$ cat config.mk
export PLATFORM = sky130hd
export DESIGN_NAME = m92_sdr_cpu_arbiter_flat
export DESIGN_NICKNAME = d
export VERILOG_FILES = /design/src/rtl/m92_sdr_cpu_arbiter_if.sv /design/src/rtl/m92_sdr_cpu_arbiter.sv /design/src/flat_wrapper.sv
export SDC_FILE = /design/constraint.sdc
export NUM_CORES = 1
export LEC_CHECK = 0
export ABC_AREA = 1
export ABC_CLOCK_PERIOD_IN_PS = 1800
export BUFFER_PORTS_ARGS = -buffer_cell sky130_fd_sc_hd__buf_4
export CAP_MARGIN = 40
export CORE_MARGIN = 3
export CORE_UTILIZATION = 47
export DETAILED_ROUTE_END_ITERATION = 8
export PLACE_DENSITY = 0.71
export SYNTH_ARGS = -nofsm -noshare
export SYNTH_HDL_FRONTEND = slang
export SYNTH_SLANG_ARGS = --single-unit
$ cat constraint.sdc
create_clock -name CLK_32M -period 1.8 [get_ports CLK_32M]
set_input_delay 0 -clock CLK_32M [delete_from_list [all_inputs] [get_ports CLK_32M]]
set_output_delay 0 -clock CLK_32M [all_outputs]
set_load 0.005 [all_outputs]
$ cat src/rtl/m92_sdr_cpu_arbiter_if.sv
// ---------------------------------------------------------------------------
// m92_sdr_cpu_arbiter_if : CPU port A/B, SDRAM toggle-channel bundle
// Rev 1.0
// ---------------------------------------------------------------------------
`default_nettype none

interface m92_sdr_cpu_arbiter_if #(
  parameter int ADDR_W = 25,
  parameter int DATA_W = 16
);
  logic              a_req;
  logic [ADDR_W-1:0] a_addr;
  logic [DATA_W-1:0] a_din;
  logic [1:0]        a_wr_sel;
  logic [DATA_W-1:0] a_dout;
  logic              a_busy;
  logic              a_done;

  logic              b_en;
  logic              b_req;
  logic [ADDR_W-1:0] b_addr;
  logic [DATA_W-1:0] b_din;
  logic [1:0]        b_wr_sel;
  logic [DATA_W-1:0] b_dout;
  logic              b_busy;
  logic              b_done;

  logic              ovr;

  logic              sdr_rq;
  logic              sdr_ack;
  logic [ADDR_W-1:0] sdr_addr;
  logic [DATA_W-1:0] sdr_din;
  logic [1:0]        sdr_wr_sel;
  logic [DATA_W-1:0] sdr_dout;

  modport slave (
    input  a_req, a_addr, a_din, a_wr_sel,
    output a_dout, a_busy, a_done,
    input  b_en, b_req, b_addr, b_din, b_wr_sel,
    output b_dout, b_busy, b_done,
    output ovr,
    output sdr_rq, sdr_addr, sdr_din, sdr_wr_sel,
    input  sdr_ack, sdr_dout
  );

  modport master (
    output a_req, a_addr, a_din, a_wr_sel,
    input  a_dout, a_busy, a_done,
    output b_en, b_req, b_addr, b_din, b_wr_sel,
    input  b_dout, b_busy, b_done,
    input  ovr,
    input  sdr_rq, sdr_addr, sdr_din, sdr_wr_sel,
    output sdr_ack, sdr_dout
  );
endinterface

`default_nettype wire

$ cat src/rtl/m92_sdr_cpu_arbiter.sv
// ---------------------------------------------------------------------------
// m92_sdr_cpu_arbiter : shares the CPU SDRAM toggle channel between V30 (A) and sound CPU (B)
// Rev 1.0
// ---------------------------------------------------------------------------
`default_nettype none

module m92_sdr_cpu_arbiter #(
  parameter int ADDR_W = 25,
  parameter int DATA_W = 16
) (
  input  logic                 CLK_32M,
  input  logic                 reset_n,
  m92_sdr_cpu_arbiter_if.slave bus
);

  localparam logic [1:0] S_SYNC = 2'd0;
  localparam logic [1:0] S_IDLE = 2'd1;
  localparam logic [1:0] S_WAIT = 2'd2;

  logic [1:0]        state_q;
  logic [1:0]        state_d;

  logic              sdr_rq_q;
  logic [ADDR_W-1:0] sdr_addr_q;
  logic [DATA_W-1:0] sdr_din_q;
  logic [1:0]        sdr_sel_q;

  logic [DATA_W-1:0] a_dout_q;
  logic [DATA_W-1:0] b_dout_q;
  logic              a_done_q;
  logic              b_done_q;
  logic              ovr_q;

  logic              a_pend_q;
  logic [ADDR_W-1:0] a_pend_addr_q;
  logic [DATA_W-1:0] a_pend_din_q;
  logic [1:0]        a_pend_sel_q;
  logic              b_pend_q;
  logic [ADDR_W-1:0] b_pend_addr_q;
  logic [DATA_W-1:0] b_pend_din_q;
  logic [1:0]        b_pend_sel_q;

  logic              owner_q;   // 0 = A, 1 = B
  logic              tie_b_q;   // B wins the next tie

  logic              w_ack_match;
  logic              w_idle;
  logic              w_wait;
  logic              w_a_held;
  logic              w_b_held;
  logic              w_a_take;
  logic              w_b_take;
  logic              w_a_cand;
  logic              w_b_cand;
  logic              w_tie;
  logic              w_gnt_a;
  logic              w_gnt_b;
  logic              w_gnt;
  logic              w_complete;
  logic              w_ovr_set;
  logic              w_a_busy;
  logic              w_b_busy;
  logic [ADDR_W-1:0] w_src_addr;
  logic [DATA_W-1:0] w_src_din;
  logic [1:0]        w_src_sel;

  assign w_ack_match = (bus.sdr_ack == sdr_rq_q);

  always_ff @(posedge CLK_32M or negedge reset_n) begin
    if (!reset_n) begin
      state_q <= S_SYNC;
    end else begin
      state_q <= state_d;
    end
  end

  always_comb begin
    state_d = state_q;
    case (state_q)
      S_SYNC:  if (w_ack_match) state_d = S_IDLE;
      S_IDLE:  if (w_gnt)       state_d = S_WAIT;
      S_WAIT:  if (w_ack_match) state_d = S_IDLE;
      default:                  state_d = S_SYNC;
    endcase
  end

  always_comb begin
    w_idle     = (state_q == S_IDLE);
    w_wait     = (state_q == S_WAIT);
    // A port is "held" by an earlier request until its completion edge
    w_a_held   = a_pend_q | (w_wait & ~owner_q);
    w_b_held   = b_pend_q | (w_wait &  owner_q);
    w_a_take   = bus.a_req & ~w_a_held;
    w_b_take   = bus.b_req & bus.b_en & ~w_b_held;
    w_a_cand   = w_a_take | a_pend_q;
    w_b_cand   = (w_b_take | b_pend_q) & bus.b_en;
    w_tie      = w_idle & w_a_cand & w_b_cand;
    w_gnt_a    = w_idle & w_a_cand & (~w_b_cand | ~tie_b_q);
    w_gnt_b    = w_idle & w_b_cand & (~w_a_cand |  tie_b_q);
    w_gnt      = w_gnt_a | w_gnt_b;
    w_complete = w_wait & w_ack_match;
    w_ovr_set  = (bus.a_req & w_a_held) | (bus.b_req & bus.b_en & w_b_held);
    w_a_busy   = bus.a_req | w_a_held;
    w_b_busy   = bus.b_req | w_b_held;

    w_src_addr = bus.a_addr;
    w_src_din  = bus.a_din;
    w_src_sel  = bus.a_wr_sel;
    if (w_gnt_b) begin
      if (b_pend_q) begin
        w_src_addr = b_pend_addr_q;
        w_src_din  = b_pend_din_q;
        w_src_sel  = b_pend_sel_q;
      end else begin
        w_src_addr = bus.b_addr;
        w_src_din  = bus.b_din;
        w_src_sel  = bus.b_wr_sel;
      end
    end else if (a_pend_q) begin
      w_src_addr = a_pend_addr_q;
      w_src_din  = a_pend_din_q;
      w_src_sel  = a_pend_sel_q;
    end
  end

  always_ff @(posedge CLK_32M or negedge reset_n) begin
    if (!reset_n) begin
      sdr_rq_q   <= 1'b0;
      sdr_addr_q <= '0;
      sdr_din_q  <= '0;
      sdr_sel_q  <= 2'b00;
      owner_q    <= 1'b0;
      tie_b_q    <= 1'b0;
    end else begin
      if (w_gnt) begin
        sdr_rq_q   <= ~sdr_rq_q;
        sdr_addr_q <= w_src_addr;
        sdr_din_q  <= w_src_din;
        sdr_sel_q  <= w_src_sel;
        owner_q    <= w_gnt_b;
      end
      // The pointer only moves on contended grants, so ties alternate A, B, A...
      if (w_tie) begin
        tie_b_q <= ~tie_b_q;
      end
    end
  end

  always_ff @(posedge CLK_32M or negedge reset_n) begin
    if (!reset_n) begin
      a_dout_q <= '0;
      b_dout_q <= '0;
      a_done_q <= 1'b0;
      b_done_q <= 1'b0;
      ovr_q    <= 1'b0;
    end else begin
      a_done_q <= w_complete & ~owner_q;
      b_done_q <= w_complete &  owner_q;
      if (w_complete && (sdr_sel_q == 2'b00)) begin
        if (owner_q) begin
          b_dout_q <= bus.sdr_dout;
        end else begin
          a_dout_q <= bus.sdr_dout;
        end
      end
      if (w_ovr_set) begin
        ovr_q <= 1'b1;
      end
    end
  end

  always_ff @(posedge CLK_32M or negedge reset_n) begin
    if (!reset_n) begin
      a_pend_q      <= 1'b0;
      a_pend_addr_q <= '0;
      a_pend_din_q  <= '0;
      a_pend_sel_q  <= 2'b00;
      b_pend_q      <= 1'b0;
      b_pend_addr_q <= '0;
      b_pend_din_q  <= '0;
      b_pend_sel_q  <= 2'b00;
    end else begin
      if (w_gnt_a) begin
        a_pend_q <= 1'b0;
      end else if (w_a_take) begin
        a_pend_q      <= 1'b1;
        a_pend_addr_q <= bus.a_addr;
        a_pend_din_q  <= bus.a_din;
        a_pend_sel_q  <= bus.a_wr_sel;
      end
      if (!bus.b_en || w_gnt_b) begin
        b_pend_q <= 1'b0;
      end else if (w_b_take) begin
        b_pend_q      <= 1'b1;
        b_pend_addr_q <= bus.b_addr;
        b_pend_din_q  <= bus.b_din;
        b_pend_sel_q  <= bus.b_wr_sel;
      end
    end
  end

  assign bus.a_dout     = a_dout_q;
  assign bus.b_dout     = b_dout_q;
  assign bus.a_done     = a_done_q;
  assign bus.b_done     = b_done_q;
  assign bus.a_busy     = w_a_busy;
  assign bus.b_busy     = w_b_busy;
  assign bus.ovr        = ovr_q;
  assign bus.sdr_rq     = sdr_rq_q;
  assign bus.sdr_addr   = sdr_addr_q;
  assign bus.sdr_din    = sdr_din_q;
  assign bus.sdr_wr_sel = sdr_sel_q;

endmodule

`default_nettype wire
$ cat src/flat_wrapper.sv
// flat-port wrapper written by rule: the top's interface ports become plain ports
module m92_sdr_cpu_arbiter_flat 
#(
  parameter int ADDR_W = 25,
  parameter int DATA_W = 16
)
  (CLK_32M, reset_n, bus_a_req, bus_a_addr, bus_a_din, bus_a_wr_sel, bus_a_dout, bus_a_busy, bus_a_done, bus_b_en, bus_b_req, bus_b_addr, bus_b_din, bus_b_wr_sel, bus_b_dout, bus_b_busy, bus_b_done, bus_ovr, bus_sdr_rq, bus_sdr_addr, bus_sdr_din, bus_sdr_wr_sel, bus_sdr_ack, bus_sdr_dout);
  m92_sdr_cpu_arbiter_if #(.ADDR_W(ADDR_W), .DATA_W(DATA_W)) bus_i ();
  input  logic CLK_32M;
  input  logic reset_n;
  input wire logic [$bits(bus_i.a_req)-1:0] bus_a_req;
  input wire logic [$bits(bus_i.a_addr)-1:0] bus_a_addr;
  input wire logic [$bits(bus_i.a_din)-1:0] bus_a_din;
  input wire logic [$bits(bus_i.a_wr_sel)-1:0] bus_a_wr_sel;
  output wire logic [$bits(bus_i.a_dout)-1:0] bus_a_dout;
  output wire logic [$bits(bus_i.a_busy)-1:0] bus_a_busy;
  output wire logic [$bits(bus_i.a_done)-1:0] bus_a_done;
  input wire logic [$bits(bus_i.b_en)-1:0] bus_b_en;
  input wire logic [$bits(bus_i.b_req)-1:0] bus_b_req;
  input wire logic [$bits(bus_i.b_addr)-1:0] bus_b_addr;
  input wire logic [$bits(bus_i.b_din)-1:0] bus_b_din;
  input wire logic [$bits(bus_i.b_wr_sel)-1:0] bus_b_wr_sel;
  output wire logic [$bits(bus_i.b_dout)-1:0] bus_b_dout;
  output wire logic [$bits(bus_i.b_busy)-1:0] bus_b_busy;
  output wire logic [$bits(bus_i.b_done)-1:0] bus_b_done;
  output wire logic [$bits(bus_i.ovr)-1:0] bus_ovr;
  output wire logic [$bits(bus_i.sdr_rq)-1:0] bus_sdr_rq;
  output wire logic [$bits(bus_i.sdr_addr)-1:0] bus_sdr_addr;
  output wire logic [$bits(bus_i.sdr_din)-1:0] bus_sdr_din;
  output wire logic [$bits(bus_i.sdr_wr_sel)-1:0] bus_sdr_wr_sel;
  input wire logic [$bits(bus_i.sdr_ack)-1:0] bus_sdr_ack;
  input wire logic [$bits(bus_i.sdr_dout)-1:0] bus_sdr_dout;
  assign bus_i.a_req = bus_a_req;
  assign bus_i.a_addr = bus_a_addr;
  assign bus_i.a_din = bus_a_din;
  assign bus_i.a_wr_sel = bus_a_wr_sel;
  assign bus_a_dout = bus_i.a_dout;
  assign bus_a_busy = bus_i.a_busy;
  assign bus_a_done = bus_i.a_done;
  assign bus_i.b_en = bus_b_en;
  assign bus_i.b_req = bus_b_req;
  assign bus_i.b_addr = bus_b_addr;
  assign bus_i.b_din = bus_b_din;
  assign bus_i.b_wr_sel = bus_b_wr_sel;
  assign bus_b_dout = bus_i.b_dout;
  assign bus_b_busy = bus_i.b_busy;
  assign bus_b_done = bus_i.b_done;
  assign bus_ovr = bus_i.ovr;
  assign bus_sdr_rq = bus_i.sdr_rq;
  assign bus_sdr_addr = bus_i.sdr_addr;
  assign bus_sdr_din = bus_i.sdr_din;
  assign bus_sdr_wr_sel = bus_i.sdr_wr_sel;
  assign bus_i.sdr_ack = bus_sdr_ack;
  assign bus_i.sdr_dout = bus_sdr_dout;
  m92_sdr_cpu_arbiter #(.ADDR_W(ADDR_W), .DATA_W(DATA_W)) u_core (.CLK_32M(CLK_32M), .reset_n(reset_n), .bus(bus_i));
endmodule
## Word-level counts from Yosys, hierarchy flattened

Index checks and enable logic that the tools add are counted.

- RAM bits: 0
- Output and inout bits: 81
- Word-level logic and storage cells: 89
- Memories kept: 0
- Bits in read-only memories: 0
- Register bits after elaboration: 171
- Input port bits: 108
- Latch bits: 0

- $mul: 0
- Shift operators: 0
- Eq/ne operators: 5
- Div/mod/pow operators: 0
- Multiplexer cells: 16
- Bitwise operators: 35
- Magnitude comparators: 0
- $add $sub $neg: 0
- Reduce and logical (&&, ||, !) cells: 13

Operator list:

| kind | count |
|---|---|
| two-way mux 25 bit | 3 |
| two-way mux 16 bit | 3 |
| bitwise AND 1 bit | 16 |
| two-way mux 2 bit | 5 |
| OR 1 bit | 10 |
| AND reduction 2 bit | 5 |
| inverter 1 bit | 9 |
| zero test 2 bit | 2 |
| two-way mux 1 bit | 4 |
| one-hot mux 2 bit (2 select lines) | 1 |
| nonzero test 2 bit | 2 |
| == test 2 x 1 -> 1 bit, second input constant | 1 |
| == test 2 bit, second input constant | 1 |
| != test 2 x 1 -> 1 bit, second input constant | 1 |
| != test 2 bit, second input constant | 1 |
| OR reduction 2 bit | 1 |
| == test 1 bit | 1 |
| logical AND 1 bit | 1 |
| zero test 1 bit | 1 |
| logical OR 1 bit | 1 |

## Longest topological paths before layout

- Depth in word-level cells: 13
- Depth in mapped cells: 11
- Depth with buffers taken out: 9

## Worst setup path after synthesis

No wires, ideal clock.

- Kind: register -> register
- Start: register u_core.b_pend_q
- End: register u_core.sdr_rq_q (netlist: u_core.bus.sdr_rq)
- Setup time: 0.117 ns
- Stages on the path, launching flop included: 12
- Path buffers: 3
- Slack: 0.297 ns
- Arrival time: 1.386 ns
- Data required time: 1.683 ns
- Path through: dfrtp_1 > buf_2 > inv_4 > nand3_4 > nand2_2 > nand2_2 > nand2_1 > buf_6 > buf_4 > nand2_1 > nand2_1 > nand2_1

- Cells in the longest elaborated chain, start to end: 9
- Elaborated cells on any way between the ends: 11
- Classes of those cells: bitwise: 11

RTL lines:

| item | line | text |
|---|---|---|
| start, declared | m92_sdr_cpu_arbiter.sv:38 | `logic b_pend_q;` |
| start signal, assigned | m92_sdr_cpu_arbiter.sv:178 | `b_pend_q <= 1'b0;` |
| start signal, assigned | m92_sdr_cpu_arbiter.sv:192 | `b_pend_q <= 1'b0;` |
| start signal, assigned | m92_sdr_cpu_arbiter.sv:194 | `b_pend_q <= 1'b1;` |
| OR 1 bit | m92_sdr_cpu_arbiter.sv:92 | `w_b_held = b_pend_q \| (w_wait & owner_q);` |
| inverter 1 bit | m92_sdr_cpu_arbiter.sv:94 | `w_b_take = bus.b_req & bus.b_en & ~w_b_held;` |
| bitwise AND 1 bit | m92_sdr_cpu_arbiter.sv:94 |  |
| OR 1 bit * | m92_sdr_cpu_arbiter.sv:96 | `w_b_cand = (w_b_take \| b_pend_q) & bus.b_en;` |
| bitwise AND 1 bit * | m92_sdr_cpu_arbiter.sv:96 |  |
| inverter 1 bit | m92_sdr_cpu_arbiter.sv:98 | `w_gnt_a = w_idle & w_a_cand & (~w_b_cand \| ~tie_b_q);` |
| OR 1 bit | m92_sdr_cpu_arbiter.sv:98 |  |
| bitwise AND 1 bit | m92_sdr_cpu_arbiter.sv:98 |  |
| OR 1 bit * | m92_sdr_cpu_arbiter.sv:100 | `w_gnt = w_gnt_a \| w_gnt_b;` |
| end signal, assigned | m92_sdr_cpu_arbiter.sv:136 | `sdr_rq_q <= ~sdr_rq_q;` |
| end, declared | m92_sdr_cpu_arbiter.sv:23 | `logic sdr_rq_q;` |

Every way passes the cells marked *; elsewhere a longest branch is shown, timed or not.
A chain may end at the register's enable or synchronous reset.

## Worst setup path after layout

- Start: register u_core.state_q[1]
- End: register u_core.sdr_addr_q[7] (netlist: u_core.bus.sdr_addr[7])

- Cells in the longest elaborated chain, start to end: 11
- Elaborated cells on any way between the ends: 23
- Classes of those cells: eq/ne: 2; mux: 1; bitwise: 20

RTL lines:

| item | line | text |
|---|---|---|
| start, declared | m92_sdr_cpu_arbiter.sv:20 | `logic [1:0] state_q;` |
| start signal, assigned | m92_sdr_cpu_arbiter.sv:73 | `state_q <= state_d;` |
| == test 2 bit | m92_sdr_cpu_arbiter.sv:89 | `w_wait = (state_q == S_WAIT);` |
| bitwise AND 1 bit | m92_sdr_cpu_arbiter.sv:92 |  |
| OR 1 bit | m92_sdr_cpu_arbiter.sv:92 |  |
| inverter 1 bit | m92_sdr_cpu_arbiter.sv:94 |  |
| bitwise AND 1 bit | m92_sdr_cpu_arbiter.sv:94 |  |
| OR 1 bit | m92_sdr_cpu_arbiter.sv:96 |  |
| bitwise AND 1 bit | m92_sdr_cpu_arbiter.sv:96 |  |
| inverter 1 bit | m92_sdr_cpu_arbiter.sv:98 |  |
| OR 1 bit | m92_sdr_cpu_arbiter.sv:98 |  |
| bitwise AND 1 bit | m92_sdr_cpu_arbiter.sv:98 |  |
| OR 1 bit | m92_sdr_cpu_arbiter.sv:100 |  |
| end signal, assigned | m92_sdr_cpu_arbiter.sv:137 | `sdr_addr_q <= w_src_addr;` |
| end, declared | m92_sdr_cpu_arbiter.sv:24 | `logic [ADDR_W-1:0] sdr_addr_q;` |

Several ways; a longest one is shown, not always the timed one.

==> results.txt <==
For the register area, the log shows 0.00428 sq mm. The library cell with the largest summed area after synthesis is dfrtp_1. For the number of H-tree branching levels, the log shows 4. The share of synthesized area in the top cell type comes to 50.2%. Entering global routing, the biggest net connects 55 pins. Counting flops with an async set or reset pin after synthesis yields a share of 100%. The run gives 8574 as the via count. For this run, design rule violations remaining after detail routing come to 0.

Setup repair after global routing could not meet its margin everywhere. Buffers inserted during clock tree synthesis total 17. Data on the critical path arrives at its endpoint at 2.07 ns. Summing every instance area after synthesis gives 0.00853 sq mm. For the total core area, the log shows 0.0175 sq mm. A synthesized cell averages 7.36 sq um.

TritonCTS built the clock tree. The global-route wire length before repair was 42500 um. In this run the power density over the cells is 1570 mW/mm^2.

The quantity of I/O buffers inserted on ports is 188. For the worst setup path, the data required time is 2.17 ns. CTS placed an instance of clkbuf_16 at the clock tree root. 0 antenna diodes ended up in the layout. In this run the static leakage power is 6.58 nW. The number of setup violations in the final report was 0; the number of cells after detailed placement was 1531.

By count the netlist is led by 565 x nand2_1, 221 x nand3_1, 171 x dfrtp_1. The worst setup path is captured at a flop. The cell with the most instances after synthesis is nand2_1.

The tools report the total number of placement rows as 48. The clock-pin transition on the worst setup and hold timing paths is 0.07 ns. With fillers left out, the area of the finished cells amounts to 0.0119 sq mm. Global routing used 26.7% of the available tracks across all layers. The tools report the length of the first detailed-routing pass in iterations as 6. Final period utilization: 94.3%.

The number of different library cells in the post-synthesis netlist is 24. The logs give 171 for the count of clock tree sinks and 0.00358 sq mm for the footprint of the multi-input gates. For the pin with the worst max-slew slack, the measured transition is 0.528 ns.

The classification of the worst setup path was reg2reg. After synthesis, the cell types taking the most area are dfrtp_1 50%, nand2_1 25%, nand3_1 13%. Of the cells placed in the final design, the portion with a size suffix greater than 1 is 19.5%. Kind of path behind the tightest hold check: in2async. Timing would allow up to 0.589 GHz.

Max-cap violations in this run came to 0. The tools report the total congestion overflow as 0. The number of nets handed over by synthesis was 1266. Among all flip-flop cells after synthesis, the most frequent one is dfrtp_1. The floorplan step defined a die boundary enclosing 0.0198 sq mm. The via count of the first global-routing pass is 8288.

The tools report the number of antenna violations at the first check in global routing as 0. For the clock skew, the log shows 0.0122 ns. For this block, the routed nets add up to 26000 um of wire.

In the synthesized netlist, the number of instances is 1158. For this run, the post-layout net count is 1539. After clock tree synthesis, the setup repair step added 0 buffers.

Leaving out filler cells and counting taps, the final layout contains 1669. The kind of start point of the critical path is a flop. Clock latency on the worst-skew pair, taken at its later pin, is 0.45 ns.

The logs give 189 for the I/O pin count and 0 for the antenna violation net count after detailed routing. The initial utilization of the core area, before any placement, comes to 48.6%. The count of endpoints failing hold in the final timing report is 0. Via density per instance: 5.14.

The die boundary height is 141 um. Number of buffers on the longest clock path: 2. The run finished with clean final reports.

After filler insertion, the fill cell instance count of the layout stands at 1479. After detailed routing, the average wire length per cell comes to 15.6 um. At the end of routability-driven placement, the weighted congestion stood at 0.837. The count of state elements after synthesis was 171. For this block, the initial DRC count from the detailed router was 705. In this run the horizontal extent of the chip is 141 um.

Summing all placed instances gives a cell area of 0.0102 sq mm. The minimum clock period after layout came out at 1.70 ns. The logs give 16000 um for the post-detailed-placement half-perimeter wirelength and 50.2% for the share of synthesized area occupied by flip-flops and latches.

The tightest slew margin relative to the limit was 64.8%; the largest driver fanout on the critical path was 53. Counting flops with a built-in enable in the synthesized netlist gives 0. The worst-case vdd ir drop was 1.11 mV; the length in cells of the worst reg-to-reg path was 8.

The number of max-slew violations in the final report came out at 0. The layout overhead on the synthesized area was 39.2%. The Yosys warning count came out at 0.
## cells in the final DEF (no fill, tap or decap), types with 4 or more instances in the layout
cell           netlist  layout
dlygate4sd3_1        0     106
buf_12               0       8
nand2_1            565     564
buf_4                9     210
inv_6                0       8
clkbuf_16            0      17
o21ai_1             33      33
nor2_1               5       5
nand3_1            221     221
inv_2                8       8
buf_6               11       5
nand2_4              0       4
dfrtp_1            171     169
inv_1               61      61
## cell families after synthesis
logic type                Yosys count  share of synthesized area, %
buffers and inverters             146                          8.16
xor gates and xnor gates            2                         0.205
DFF                               171                          50.2
and+or+nand+nor                   801                          39.0
AOI/OAI and AO/OA                  38                          2.47
## final cells by class
type | count | share of cell area [%]
clock inverter | 15 | 1.40
timing repair buffer | 330 | 24.2
tap | 225 | 2.37
sequential | 171 | 36.1
clock buffer | 17 | 3.58
inverter | 70 | 2.23
multi-input combinational | 841 | 30.2
## power by group
| part | leakage [nW] | switching [mW] | internal, mW | total (mW) |
|---|---|---|---|---|
| Combinational | 4.15 | 4.82 | 3.38 | 8.19 |
| Sequential | 2.14 | 1.04 | 5.62 | 6.66 |
| Clock | 0.289 | 1.76 | 1.98 | 3.74 |
| Total | 6.58 | 7.61 | 11.0 | 18.6 |
## what timing repair did
item / CTS / global route
hold endpoints to repair: 317 / 0
endpoints found under the setup margin: 0 / 88
hold buffers: 106 / 0
resized for setup: 0 / 9
## registers in the layout (all words and copies together) (netlist names), 16 cells and up
signal,flops
u_core.bus.sdr_addr,25
u_core.b_pend_addr_q,25
u_core.bus.b_dout,16
u_core.a_pend_addr_q,25
u_core.bus.a_dout,16
u_core.a_pend_din_q,16
u_core.bus.sdr_din,16
u_core.b_pend_din_q,16
## stage by stage
| step | power (mW) | util (%) | hold slack (ns) | setup TNS, ns | setup WS (ns) |
|---|---|---|---|---|---|
| after floorplan | 11.5 | - | -0.296 | 0 | 0.297 |
| after global placement | 14.4 | 58.0 | 0.000515 | 0 | 0.0846 |
| after detailed placement | 14.6 | 58.0 | -0.00150 | 0 | 0.0438 |
| after CTS | 18.5 | 67.5 | 0.0634 | 0 | 0.0207 |
| after global routing | 20.0 | 67.7 | 0.106 | -0.00684 | -0.00363 |
| final | 18.6 | 67.7 | 0.0707 | 0 | 0.103 |
## per-layer routing
metal / vias to the layer above / track usage, % / share of wire (%)
met3: 39 / 5.19 / 7.9
li1: 4175 / - / -
met5: - / 0 / 0
met1: 3964 / 34.9 / 41
met4: 0 / 8.52 / 1.9
met2: 396 / 45.0 / 49
## worst max-delay path, stage by stage, from the launching register on
cell and delay (ns):
dfrtp_1 0.42, nand3_1 0.16, nand3_1 0.12, nand2_1 0.09, nand2_2 0.07, nand2_4 0.11, buf_6 0.38, nand3_1 0.14
nand2_1 0.09
## path summary, 6_finish.rpt
| kind | start | to | slack, ns |
|---|---|---|---|
| worst max-delay path | u_core.state_q[1] | u_core.bus.sdr_addr[7] | 0.10 |
| worst min-delay path | reset_n | u_core.b_pend_addr_q[5] | 0.07 |
| worst max register to register | u_core.state_q[1] | u_core.bus.sdr_addr[7] | 0.10 |
| worst min register to register | u_core.b_pend_din_q[13] | u_core.b_pend_din_q[13] | 0.47 |
| max in group asynchronous | reset_n | u_core.b_pend_addr_q[20] | 1.02 |
| min in group CLK_32M | bus_b_en | u_core.b_pend_q | 0.08 |
Power figures use the tool's default switching activity.
